## config.mk

```make
export PLATFORM = sky130hd
export DESIGN_NAME = noc_local_flit_buffer
export DESIGN_NICKNAME = d
export VERILOG_FILES = /design/src/rtl/noc_local_flit_buffer.sv
export SDC_FILE = /design/constraint.sdc
export NUM_CORES = 1
export LEC_CHECK = 0
export CAP_MARGIN = 10
export CORE_ASPECT_RATIO = 0.8
export CORE_UTILIZATION = 51
export CTS_BUF_LIST = sky130_fd_sc_hd__clkbuf_4 sky130_fd_sc_hd__clkbuf_8
export DETAILED_ROUTE_END_ITERATION = 10
export PLACE_DENSITY = 0.77
export REMOVE_ABC_BUFFERS = 1
export SYNTH_ARGS = -nofsm -noshare
export SYNTH_HDL_FRONTEND = slang
export SYNTH_SLANG_ARGS = --single-unit
```

## constraint.sdc

```tcl
create_clock -name noc_clk -period 3.6 [get_ports noc_clk]
set_input_delay 1.08 -clock noc_clk [delete_from_list [all_inputs] [get_ports noc_clk]]
set_output_delay 1.08 -clock noc_clk [all_outputs]
set_load 0.02 [all_outputs]
```

## src/rtl/noc_local_flit_buffer.sv

```systemverilog
// Purpose: flit FIFO between a node sender and the router local input, with packet framing checks.
// Latency: 1 cycle from input write to out_valid (no bypass); outputs are driven from the FIFO head.
// Backpressure: in_ready = !full, registered from next-state occupancy; badly framed flits are still accepted.
// Optional: define NOC_LOCAL_BUF_STORE_FWD_EN for store-and-forward output gating (default: cut-through).
`ifndef Noc_Data_Width
`define Noc_Data_Width 32
`endif

module noc_local_flit_buffer #(
  parameter int FLIT_WIDTH = `Noc_Data_Width,
  parameter int DEPTH      = 4,
  parameter int CNT_WIDTH  = 16
) (
  input  logic                  noc_clk,
  input  logic                  noc_rst,
  input  logic                  in_valid,
  output logic                  in_ready,
  input  logic [FLIT_WIDTH-1:0] in_flit,
  input  logic                  in_is_header,
  input  logic                  in_is_tail,
  output logic                  out_valid,
  input  logic                  out_ready,
  output logic [FLIT_WIDTH-1:0] out_flit,
  output logic                  out_is_header,
  output logic                  out_is_tail,
  output logic [CNT_WIDTH-1:0]  pkt_count,
  output logic [CNT_WIDTH-1:0]  err_count,
  output logic                  err_flag
);

  localparam int AW = $clog2(DEPTH);
  localparam int OW = AW + 1;
  localparam int EW = FLIT_WIDTH + 2;
  localparam logic [OW-1:0] FULL_OCC = OW'(DEPTH);

  typedef enum logic [0:0] {
    ST_IDLE = 1'b0,
    ST_BODY = 1'b1
  } state_t;

  // Each entry holds {header, tail, payload}
  logic [EW-1:0]  mem [DEPTH];
  logic [EW-1:0]  head;
  logic [AW-1:0]  wr_ptr;
  logic [AW-1:0]  rd_ptr;
  logic [OW-1:0]  occ;
  logic [OW-1:0]  occ_nxt;
  logic           in_ready_q;
  logic           in_fire;
  logic           push;
  logic           pop;
  logic           empty;
  logic           full;
  logic           sf_deadlock;

  state_t         state;
  state_t         state_nxt;
  logic           wr_en;
  logic           pkt_inc;
  logic           frame_err;

  assign in_ready = in_ready_q;
  assign in_fire  = in_valid && in_ready_q;
  assign push     = in_fire && wr_en;
  assign pop      = out_valid && out_ready;
  assign empty    = (occ == '0);
  assign full     = (occ == FULL_OCC);

  assign head          = mem[rd_ptr];
  assign out_is_header = head[EW-1];
  assign out_is_tail   = head[EW-2];
  assign out_flit      = head[FLIT_WIDTH-1:0];

  // Next occupancy; push and pop together leave it unchanged
  always_comb begin
    occ_nxt = occ;
    case ({push, pop})
      2'b10:   occ_nxt = occ + OW'(1);
      2'b01:   occ_nxt = occ - OW'(1);
      default: occ_nxt = occ;
    endcase
  end

  // FIFO storage, pointers and registered in_ready; reset clears stored flits
  always_ff @(posedge noc_clk) begin
    if (noc_rst) begin
      wr_ptr     <= '0;
      rd_ptr     <= '0;
      occ        <= '0;
      in_ready_q <= 1'b0;
      for (int i = 0; i < DEPTH; i++) begin
        mem[i] <= '0;
      end
    end else begin
      if (push) begin
        mem[wr_ptr] <= {in_is_header, in_is_tail, in_flit};
        wr_ptr      <= wr_ptr + AW'(1);
      end
      if (pop) begin
        rd_ptr <= rd_ptr + AW'(1);
      end
      occ        <= occ_nxt;
      in_ready_q <= (occ_nxt != FULL_OCC);
    end
  end

  // Framing state register
  always_ff @(posedge noc_clk) begin
    if (noc_rst) begin
      state <= ST_IDLE;
    end else begin
      state <= state_nxt;
    end
  end

  // Framing next state: a tail always closes the packet, a lone header opens one
  always_comb begin
    state_nxt = state;
    if (in_fire) begin
      case (state)
        ST_IDLE: state_nxt = (in_is_header && !in_is_tail) ? ST_BODY : ST_IDLE;
        ST_BODY: state_nxt = in_is_tail ? ST_IDLE : ST_BODY;
        default: state_nxt = ST_IDLE;
      endcase
    end
  end

  // Framing outputs: orphans outside a packet are dropped, a header inside one is an error but kept
  always_comb begin
    wr_en     = 1'b0;
    pkt_inc   = 1'b0;
    frame_err = 1'b0;
    case (state)
      ST_IDLE: begin
        wr_en     = in_is_header;
        pkt_inc   = in_is_header && in_is_tail;
        frame_err = !in_is_header;
      end
      ST_BODY: begin
        wr_en     = 1'b1;
        pkt_inc   = in_is_tail;
        frame_err = in_is_header;
      end
      default: begin
        wr_en     = 1'b0;
        pkt_inc   = 1'b0;
        frame_err = 1'b0;
      end
    endcase
  end

`ifdef NOC_LOCAL_BUF_STORE_FWD_EN
  logic [OW-1:0] tails_stored;
  logic          fwd_active;
  logic          tail_push;
  logic          tail_pop;

  assign tail_push   = push && in_is_tail;
  assign tail_pop    = pop && out_is_tail;
  // A full FIFO with no complete packet can never drain by itself, so release it
  assign sf_deadlock = full && (tails_stored == '0);
  assign out_valid   = !empty && ((tails_stored != '0) || fwd_active || sf_deadlock);

  // Count complete packets held in the FIFO
  always_ff @(posedge noc_clk) begin
    if (noc_rst) begin
      tails_stored <= '0;
    end else begin
      case ({tail_push, tail_pop})
        2'b10:   tails_stored <= tails_stored + OW'(1);
        2'b01:   tails_stored <= tails_stored - OW'(1);
        default: tails_stored <= tails_stored;
      endcase
    end
  end

  // Once a packet has started leaving, keep it flowing until its tail is popped
  always_ff @(posedge noc_clk) begin
    if (noc_rst) begin
      fwd_active <= 1'b0;
    end else if (pop) begin
      fwd_active <= !out_is_tail;
    end
  end
`else
  assign sf_deadlock = 1'b0;
  assign out_valid   = !empty;
`endif

  // Packet and error statistics; error counter saturates, packet counter wraps
  always_ff @(posedge noc_clk) begin
    if (noc_rst) begin
      pkt_count <= '0;
      err_count <= '0;
      err_flag  <= 1'b0;
    end else begin
      if (in_fire && pkt_inc) begin
        pkt_count <= pkt_count + CNT_WIDTH'(1);
      end
      if (in_fire && frame_err) begin
        if (err_count != '1) begin
          err_count <= err_count + CNT_WIDTH'(1);
        end
        err_flag <= 1'b1;
      end
      if (sf_deadlock) begin
        err_flag <= 1'b1;
      end
    end
  end

endmodule

```

==> Yosys cells after proc, flatten, opt, wreduce, memory -nomap -nowiden <==
Memory sizes are Yosys's and may differ from the RTL's. A register that Yosys moved wholly into a read port is not among the register bits.
Cells that the tools add are included.
{ "totals": {"out_inout_bits": 69, "n_memories": 1, "regBits": 42, "word_cells": 50, "ram_bits": 136} }
{ "mem_list": {"columns": ["memory", "depth", "width", "read_ports", "rd_clocked_by_memory_dff", "write_ports", "line_no", "text"], "rows": [
  ["mem", 4, 34, 1, 1, 4, "42", "logic [EW-1:0] mem [DEPTH];"]
]} }
{ "op_classes": {"bitwise": 1, "n_mux": 17, "n_addsub": 6, "n_eq_ne": 4, "reduce_logical": 13} }
{ "ops": {"columns": ["op", "n"], "rows": [
  ["$mux W34", 1],
  ["$reduce_or A34 Y1", 1],
  ["$add A16 B1 Y16 const B", 2],
  ["$ne A16 B16 Y1 const B", 1],
  ["$mux W1", 8],
  ["$pmux W1 S2", 4],
  ["$logic_and A1 B1 Y1", 7],
  ["$mux W2", 3],
  ["$pmux W3 S2", 1],
  ["$add A2 B1 Y2 const B", 2],
  ["$add A3 B1 Y3 const B", 1],
  ["$logic_not A1 Y1", 3],
  ["$logic_not A3 Y1", 1],
  ["$ne A3 B3 Y1 const B", 1],
  ["$sub A3 B1 Y3 const B", 1],
  ["$eq A2 B1 Y1 const B", 1],
  ["$eq A2 B2 Y1 const B", 1],
  ["$reduce_and A2 Y1", 1],
  ["$not A1 Y1", 1]
]} }

==> Depth between registers and ports, before layout <==
Gate-level depths: netlist (run 1).
{ "depth": {"depth_word": 8, "mapped_depth": 11, "ltp_nobuf": 11} }

==> Least setup slack after synthesis (run 1) <==
OpenSTA, ideal clock, no wires.
{ "synth_path": {"path_type": "input-to-reg", "from": "input in_is_header", "to": "memory mem[1][0] in the netlist's numbering, enable pin", "arrival_ns": 3.301, "t_required_ns": 3.168, "stages": 5, "setup_time_ns": 0.432, "setup_slack_ns": -0.134, "path_buffers": 0, "cell_sequence": "inv_1 > ha_1 > and3b_1 > inv_1 > o21bai_1"} }
{ "synth_lines": {"columns": ["item", "line_no", "text"], "rows": [
  ["start: declaration", "19", "input logic in_is_header,"],
  ["end: declaration", "42", null]
]} }

==> results of run 1 <==
==> metrics by stage <==
step / TNS (ns) / total power [W] / area, um^2 / setup slack, ns
after floorplan: -10.07 / 0.00320 / 7680 / -0.134
after global placement: 0 / 0.00374 / 9180 / 0.228
after detailed placement: 0 / 0.00376 / 9180 / 0.199
after CTS: 0 / 0.00514 / 9580 / 0.0317
after global routing: 0 / 0.00530 / 9580 / 0.0821
final: 0 / 0.00509 / 9580 / 0.221
==> worst paths after layout <==
kind	end	from	slack (ns)
setup / recovery	out_is_header	register	0.22
hold / removal	err_flag	err_flag	0.50
setup reg to reg	err_count[15]	state	1.37
hold reg to reg	err_flag	err_flag	0.50
==> cell type report <==
class / instances / area (um^2)
multi-input cells: 354 / 2600
clock buffers: 18 / 241
repair buffers: 119 / 1220
fillers: 1108 / 5430
well taps: 189 / 236
inverters: 43 / 161
clock inverters: 14 / 159
flip-flops and latches: 180 / 4970
==> Yosys cell counts (9+ instances only) <==
library cell  number
edfxtp_1         136
nor2_1            94
nand2_1           50
dfxtp_1           44
inv_1             43
and2_1            37
mux4_2            34
clkbuf_1          24
a21oi_1           18
nand4_1           13
or3_1             11
o21ai_0            9
xor2_1             9
==> worst reg2reg max path, delay by kind of cell, from the launching register on <==
| kind | cells | cell delay (ns) |
|---|---|---|
| and+or+nand+nor | 3 | 1.02 |
| muxes | 1 | 0.37 |
| adders and majority gates | 1 | 0.29 |
| buffers and inverters | 1 | 0.06 |
| DFF | 1 | 0.39 |
==> registers in the layout, indices dropped and copies added, names as in the netlist, 2 cells and up, named ones only <==
register / cells
err_count: 16
mem: 136
occ: 3
pkt_count: 16
rd_ptr: 2
wr_ptr: 2
==> per-layer routing <==
metal / up-vias / wire [um] / GRT usage
li1: 2402 / - / -
met1: 2458 / 6870 / 0.284
met2: 203 / 7950 / 0.364
met3: 15 / 1230 / 0.0588
met4: 0 / 174 / 0.0659
met5: - / 0 / 0
==> where the power goes <==
part	switching, W	internal, W
Sequential	0.0000855	0.00235
Clock	0.000709	0.000688
Combinational	0.000610	0.000652
==> cell families after synthesis <==
family | count (synthesis) | share of synthesized area
AOI/OAI and AO/OA | 44 | 0.0350
xor gates and xnor gates | 17 | 0.0190
DFF | 180 | 0.634
muxes | 38 | 0.103
buffers and inverters | 77 | 0.0388
adders and majority gates | 5 | 0.00895
and+or+nand+nor | 250 | 0.160
==> repair_timing <==
item,in CTS,in global routing
setup endpoints to repair,0,1
gates resized for setup,0,1
hold buffers,0,0
==> results_dict.tcl, run 1 <==
set metrics [dict create \
    synth_top_area_frac 0.522 \
    cap_violations 0 \
    async_reset_ff_frac 0 \
    slew_headroom 0.379 \
    setup_violations 0 \
    clock_sinks 180 \
    cts_setup_buffers 0 \
    drt_iter0_markers 330 \
    ir_worst_vdd_mv 0.267 \
    clock_path_buffers 2 \
    fmax_ghz 0.296 \
    syn_area_um2 7830 \
    fin_nets 758 \
    io_pins 107 \
    worstSetupStartpointType "register" \
    synth-edff-count 136 \
    dp_hpwl_um 10100 \
    ys.flop_type "edfxtp_1" \
    syn_avg_cell_area_um2 12.8 \
    worstSetupEndpointType "output pin" \
    ys_seq_area_frac 0.634 \
    grt_use_total 0.219 \
    rsz0062_at_grt "false" \
    r2r.worst_path.cells 6 \
    cp_num_cells 3 \
    synth_cell_types 50 \
    fin_skew_ns 0.0116 \
    layout_commonest_cell "edfxtp_1" \
    critical_path_required_ns 2.52 \
    cts_tree "built" \
    final_util 0.638 \
    core.rowCount 40 \
    antennaDiodeCount 0 \
    initial_utilization 0.521 \
    routabilityCongestion 0.853 \
    cp_cell_sequence "buf_12, mux4_2, clkdlybuf4s50_1" \
    min_period_over_period 0.939 \
    die_area_um2 15800 \
    worstPathArrival_ns 2.30 \
    p_per_area_nw_per_um2 532 \
    place_inst 885 \
    core_area_um2 15000 \
    synth.area.top_cells "edfxtp_1 (52%), dfxtp_1 (11%), mux4_2 (9.8%)" \
    ctsHtreeMaxLevel 4 \
    area_delta_synth_final_pct 22.4 \
    most-common-layout-cells "edfxtp_1 (136), clkdlybuf4s50_1 (105), nor2_1 (94), nand2_1 (50), inv_1 (43)" \
    drc 0 \
    clkTransAtPathRegs_ns 0.09 \
    min_path_type "register to register" \
    whs_path_depth 2 \
    numCtsBuffers 17 \
    crit_slowest_cell "clkdlybuf4s50_1" \
    wirelength_um 16200 \
    ys_ff_latch 180 \
    cp_max_fo 20 \
    vias_per_cell 5.54 \
    grt_overflow_total 0 \
    grt_pass1_vias 5135 \
    clockRootBuffer "clkbuf_8" \
    slew_viol_final 0 \
    yosys.area.top_type "edfxtp_1" \
    whs_ns 0.497 \
    via_count 5078 \
    drtPass1Iterations 5 \
    ys_warn_count 0 \
    status "completed" \
    finalCriticalPeriod_ns 3.38 \
    synth_cells 611 \
    routedWlPerCell_um 17.7 \
    die_w_um 141 \
    portBuffers 106 \
    ant_nets 0 \
    cp_slowest_stage_delay_ns 0.61 \
    crit_type "register to output pin" \
    worstSkewPairLatency_ns 0.46 \
    grt_pass1_wl_um 26100 \
    hold_viol 0 \
    p_leak_nw 3.44 \
    drive_gt1_frac 0.132 \
    grt_antenna_before_repair 0 \
    fp.dieH_um 113 \
    cpLargestDelayFamily "buffers and inverters" \
    grt_max_degree 38 \
    worst-path-buf-inv 2 \
    tightestPinTransition_ns 0.931 \
    fin_cells 917 \
]
No activity file was read; power rests on OpenSTA's default activity.
==> run 2, diff against run 1 <==
CORE_MARGIN = 5   (was unset)
SETUP_SLACK_MARGIN = 0.15   (was unset)
==> run 2 against run 1 <==
Net effect:
- wire length up 2.8%
- sequential power about the same
- power shrank 2.2%
- via count shrank 0.45%
- global-route usage decreased by 2.2 points
- register-to-register slack improved by 0.02 ns
- worst setup slack gained 0.053 ns
- critical path type unchanged
- critical endpoint is now out_flit[18]
==> results_dict.tcl, run 2 (synthesized netlist as in run 1, its figures left out) <==
set metrics [dict create \
    cp_max_fo 34 \
    die_w_um 149 \
    power_w 0.00498 \
    die_area_um2 17900 \
    clkPwrFrac 0.258 \
    status "completed" \
    whs_ns 0.490 \
    cap_violations 0 \
    slew_viol_final 0 \
    vias_per_cell 5.51 \
    top_regs "mem: 136 flops, err_count: 16 flops, pkt_count: 16 flops" \
    grt_antenna_before_repair 1 \
    worstSetupEndpointType "output pin" \
    drc 0 \
    clockRootBuffer "clkbuf_8" \
    seqPwrFrac 0.485 \
    antennaDiodeCount 0 \
    cpLargestDelayFamily "buffers and inverters" \
    fin_nets 759 \
    io_pins 107 \
    routedWlPerCell_um 18.2 \
    intPower_w 0.00357 \
    most-common-layout-cells "edfxtp_1 (136), clkdlybuf4s50_1 (104), nor2_1 (94), nand2_1 (50), inv_1 (43)" \
    worst-path-buf-inv 2 \
    dp_hpwl_um 10500 \
    worstReg2RegEnd "err_count[15]" \
    r2r.worst_path.cells 6 \
    core.rowCount 40 \
    cp_cell_sequence "buf_12, mux4_2, clkdlybuf4s50_1" \
    met2_usage 0.319 \
    finalCriticalPeriod_ns 3.33 \
    whs_path_depth 2 \
    worstSetupStartpointType "register" \
    r2r_slack_ns 1.39 \
    use_met3 0.0629 \
    routabilityCongestion 0.813 \
    drtPass1Iterations 4 \
    rr_startpoint "state" \
    core_area_um2 15000 \
    ctsHoldBuffers 0 \
    grt_use_total 0.197 \
    cp_slowest_stage_delay_ns 0.58 \
    switchingPower_w 0.00141 \
    fin_area_um2 9560 \
    crit_type "register to output pin" \
    area_delta_synth_final_pct 22.2 \
    worstSkewPairLatency_ns 0.46 \
    slew_headroom 0.384 \
    busiest_layer "met2" \
    layout_commonest_cell "edfxtp_1" \
    grt_pass1_vias 5283 \
    drive_gt1_frac 0.134 \
    setup_violations 0 \
    tightestPinTransition_ns 0.923 \
    p_comb_frac 0.257 \
    dpl_cell_area_um2 9200 \
    rsz0062_at_grt "false" \
    cts_setup_buffers 0 \
    fmax_ghz 0.301 \
    critical_path_required_ns 2.52 \
    fill_cells 1137 \
    min_path_type "register to register" \
    min_period_over_period 0.924 \
    switching_share 0.284 \
    fp.dieH_um 121 \
    cts_tree "built" \
    worstPathArrival_ns 2.25 \
    ir_worst_vdd_mv 0.254 \
    portBuffers 106 \
    crit_slowest_cell "mux4_2" \
    ant_nets 0 \
    clock_path_buffers 2 \
    seq_area_um2 4970 \
    cp_num_cells 3 \
    numCtsBuffers 17 \
    initial_utilization 0.521 \
    multi_input_area_um2 2600 \
    fin_skew_ns 0.00874 \
    p_per_area_nw_per_um2 521 \
    drt_iter0_markers 246 \
    hp-start "err_flag" \
    final_util 0.637 \
    ctsHtreeMaxLevel 4 \
    hold_path_end "err_flag" \
    use_met1 0.262 \
    grt_max_degree 37 \
    clock_sinks 180 \
    grt_overflow_total 0 \
    clkTransAtPathRegs_ns 0.09 \
    largest_reg_flops 136 \
    via_count 5055 \
    hold_viol 0 \
    largest_register "mem" \
    cts_resized 0 \
    p_leak_nw 3.45 \
    wirelength_um 16700 \
    grt_pass1_wl_um 27200 \
]
==> run 2: worst register-to-register path, stage by stage (launching register included) <==
cell	delay [ns]
dfxtp_1	0.38
inv_1	0.06
ha_1	0.28
nand4b_1	0.23
or3b_1	0.49
nor4_1	0.30
mux2_2	0.37
==> run 2: worst max path at each step <==
stage / start / endpoint
6_report: register / out_flit[18]
5_1_grt: register / out_flit[13]
4_1_cts: register / out_flit[14]
3_5_place_dp: in_is_header / err_count[15]
3_3_place_gp: in_is_header / err_count[15]
2_1_floorplan: in_is_header / mem[2][0]
==> run 2: layer usage <==
metal	vias up	share of wire
met5	-	0.00072
met3	16	0.071
met4	2	0.0069
met2	152	0.49
met1	2487	0.43
li1	2398	-
==> run 2: power groups by stage <==
stage	clock [W]	sequential, W	combinational, W
6_report	0.00129	0.00242	0.00128
5_1_grt	0.00140	0.00243	0.00137
4_1_cts	0.00131	0.00242	0.00130
3_5_place_dp	0	0.00246	0.00130
3_3_place_gp	0	0.00245	0.00129
2_1_floorplan	0	0.00254	0.000661
==> run 2: cell type report <==
cell class	count	area share
clock buffers	20	0.0268
clock inverters	12	0.0110
inverters	43	0.0169
multi-input cells	354	0.272
flip-flops and latches	180	0.519
well taps	189	0.0247
repair buffers	120	0.130
==> run 2: metrics by stage <==
step                setup TNS [ns]  setup WS, ns  std cells
floorplan                   -10.07        -0.134        577
global placement                 0         0.233        886
detailed placement               0         0.174        886
CTS                              0         0.209        918
global route                     0         0.155        918
finish                           0         0.274        918
==> run 3, diff against run 2 <==
CORE_UTILIZATION = 30   (was 51)
PLACE_DENSITY = 0.5   (was 0.77)
==> run 3 against run 2 <==
Net effect:
- die area increased by 64%
- register-to-register slack worse by 0.10 ns
- highest routed layer unchanged
- flip-flop and latch count stayed put
- via count increased by 0.47%
- first-iteration DRC count grew 55%
- sequential power about the same
- combinational power rose by 4%
- wire length grew 11%
- global-route usage decreased by 6.7 points
- critical path type unchanged
==> results_dict.tcl, run 3 (synthesized netlist as in run 1, its figures left out) <==
set metrics [dict create \
    setup_violations 0 \
    setup_slack_ns 0.325 \
    fin_nets 764 \
    routedWlPerCell_um 17.1 \
    drtPass1Iterations 5 \
    clock_path_buffers 2 \
    area_delta_synth_final_pct 25.7 \
    drive_gt1_frac 0.139 \
    multi_input_area_um2 2600 \
    finalCriticalPeriod_ns 3.28 \
    most-common-layout-cells "edfxtp_1 (136), clkdlybuf4s50_1 (105), nor2_1 (94), nand2_1 (50), inv_1 (43)" \
    grt_pass1_vias 5369 \
    ctsHoldBuffers 0 \
    grt_use_total 0.129 \
    fp.dieH_um 154 \
    slew_headroom 0.350 \
    fmax_ghz 0.305 \
    ir_worst_vdd_mv 0.306 \
    worstSetupEndpointType "output pin" \
    dpl_cell_area_um2 9420 \
    seq_area_um2 4970 \
    io_pins 107 \
    worstSkewPairLatency_ns 0.45 \
    vias_per_cell 4.68 \
    cts_tree "built" \
    final_util 0.386 \
    grt_overflow_total 0 \
    wirelength_um 18600 \
    antennaDiodeCount 0 \
    numCtsBuffers 17 \
    dp_slack_ns 0.131 \
    crit_type "register to output pin" \
    die_area_um2 29400 \
    hold_viol 0 \
    top_regs "mem: 136 flops, err_count: 16 flops, pkt_count: 16 flops" \
    core.rowCount 52 \
    dp_hpwl_um 11700 \
    worstPathArrival_ns 2.20 \
    via_count 5079 \
    routabilityCongestion 0.757 \
    fill_cells 2433 \
    setup-tns-final_ns 0 \
    status "completed" \
    clkTransAtPathRegs_ns 0.09 \
    layout_commonest_cell "edfxtp_1" \
    grt_max_degree 37 \
    core_area_um2 25500 \
    fin_skew_ns 0.0128 \
    cap_violations 0 \
    rsz0062_at_grt "false" \
    ant_nets 0 \
    largest_register "mem" \
    p_leak_nw 3.47 \
    min_path_type "register to register" \
    worstSetupStartpointType "register" \
    grt_pass1_wl_um 29700 \
    die_w_um 191 \
    cp_max_fo 22 \
    cts_setup_buffers 0 \
    clock_sinks 180 \
    clockRootBuffer "clkbuf_8" \
    drc 0 \
    power_w 0.00520 \
    fin_area_um2 9840 \
    ctsHtreeMaxLevel 4 \
    min_period_over_period 0.910 \
    critical_path_required_ns 2.52 \
    portBuffers 106 \
    largest_reg_flops 136 \
    drt_iter0_markers 382 \
    p_per_area_nw_per_um2 529 \
    grt_antenna_before_repair 2 \
    initial_utilization 0.307 \
    slew_viol_final 0 \
    tightestPinTransition_ns 0.975 \
]
run 3: cell count changes in the layout (fill, tap and decap cells not counted), sizes merged:
cell | previous run | this run
clkinv | 7 | 5
bufinv | 1 | 3
clkdlybuf4s50 | 104 | 105
inv | 46 | 47
clkbuf | 20 | 18
dlymetal6s2s | 1 | 0
clkinvlp | 1 | 2
buf | 15 | 20
run 3: power breakdown:
part           total, W  internal, W  leakage, nW  switching [W]
clock           0.00146     0.000704        0.205       0.000756
combinational   0.00133     0.000663         1.50       0.000668
sequential      0.00241      0.00235         1.76      0.0000607
run 3: critical path, stage by stage (launching register included):
cell and delay, ns:
dfxtp_2 0.37, buf_12 0.22, mux4_2 0.57, clkdlybuf4s50_1 0.58
run 3: cell type report:
type	count	area share
Multi-Input combinational cell	354	0.264
Inverter	43	0.0164
Clock buffer	18	0.0245
Tap cell	351	0.0446
Timing Repair Buffer	125	0.127
Clock inverter	14	0.0179
Sequential cell	180	0.505
run 3: final timing paths:
check | startpoint | to | slack, ns | cells after the start
min reg2reg | err_flag | err_flag | 0.49 | 2
max | register | out_flit[18] | 0.32 | 3
min | err_flag | err_flag | 0.49 | 2
max reg2reg | state | err_count[15] | 1.29 | 6
run 3: timing repair:
item,CTS,global route
endpoints found under the setup margin,0,2
endpoints found under the hold margin,0,0
resized for setup,0,1
run 3: routing by layer:
metal | share of wire | global-route usage | wire (um)
met1 | 0.46 | 0.175 | 8620
met3 | 0.064 | 0.0403 | 1200
met2 | 0.47 | 0.210 | 8650
met4 | 0.0045 | 0.0205 | 83
met5 | 0.0018 | 0 | 34
run 3: metrics by stage:
stage	cells	hold slack, ns
2_1_floorplan	577	0.485
3_3_place_gp	1053	0.461
3_5_place_dp	1053	0.465
4_1_cts	1085	0.492
5_1_grt	1085	0.523
6_report	1085	0.486
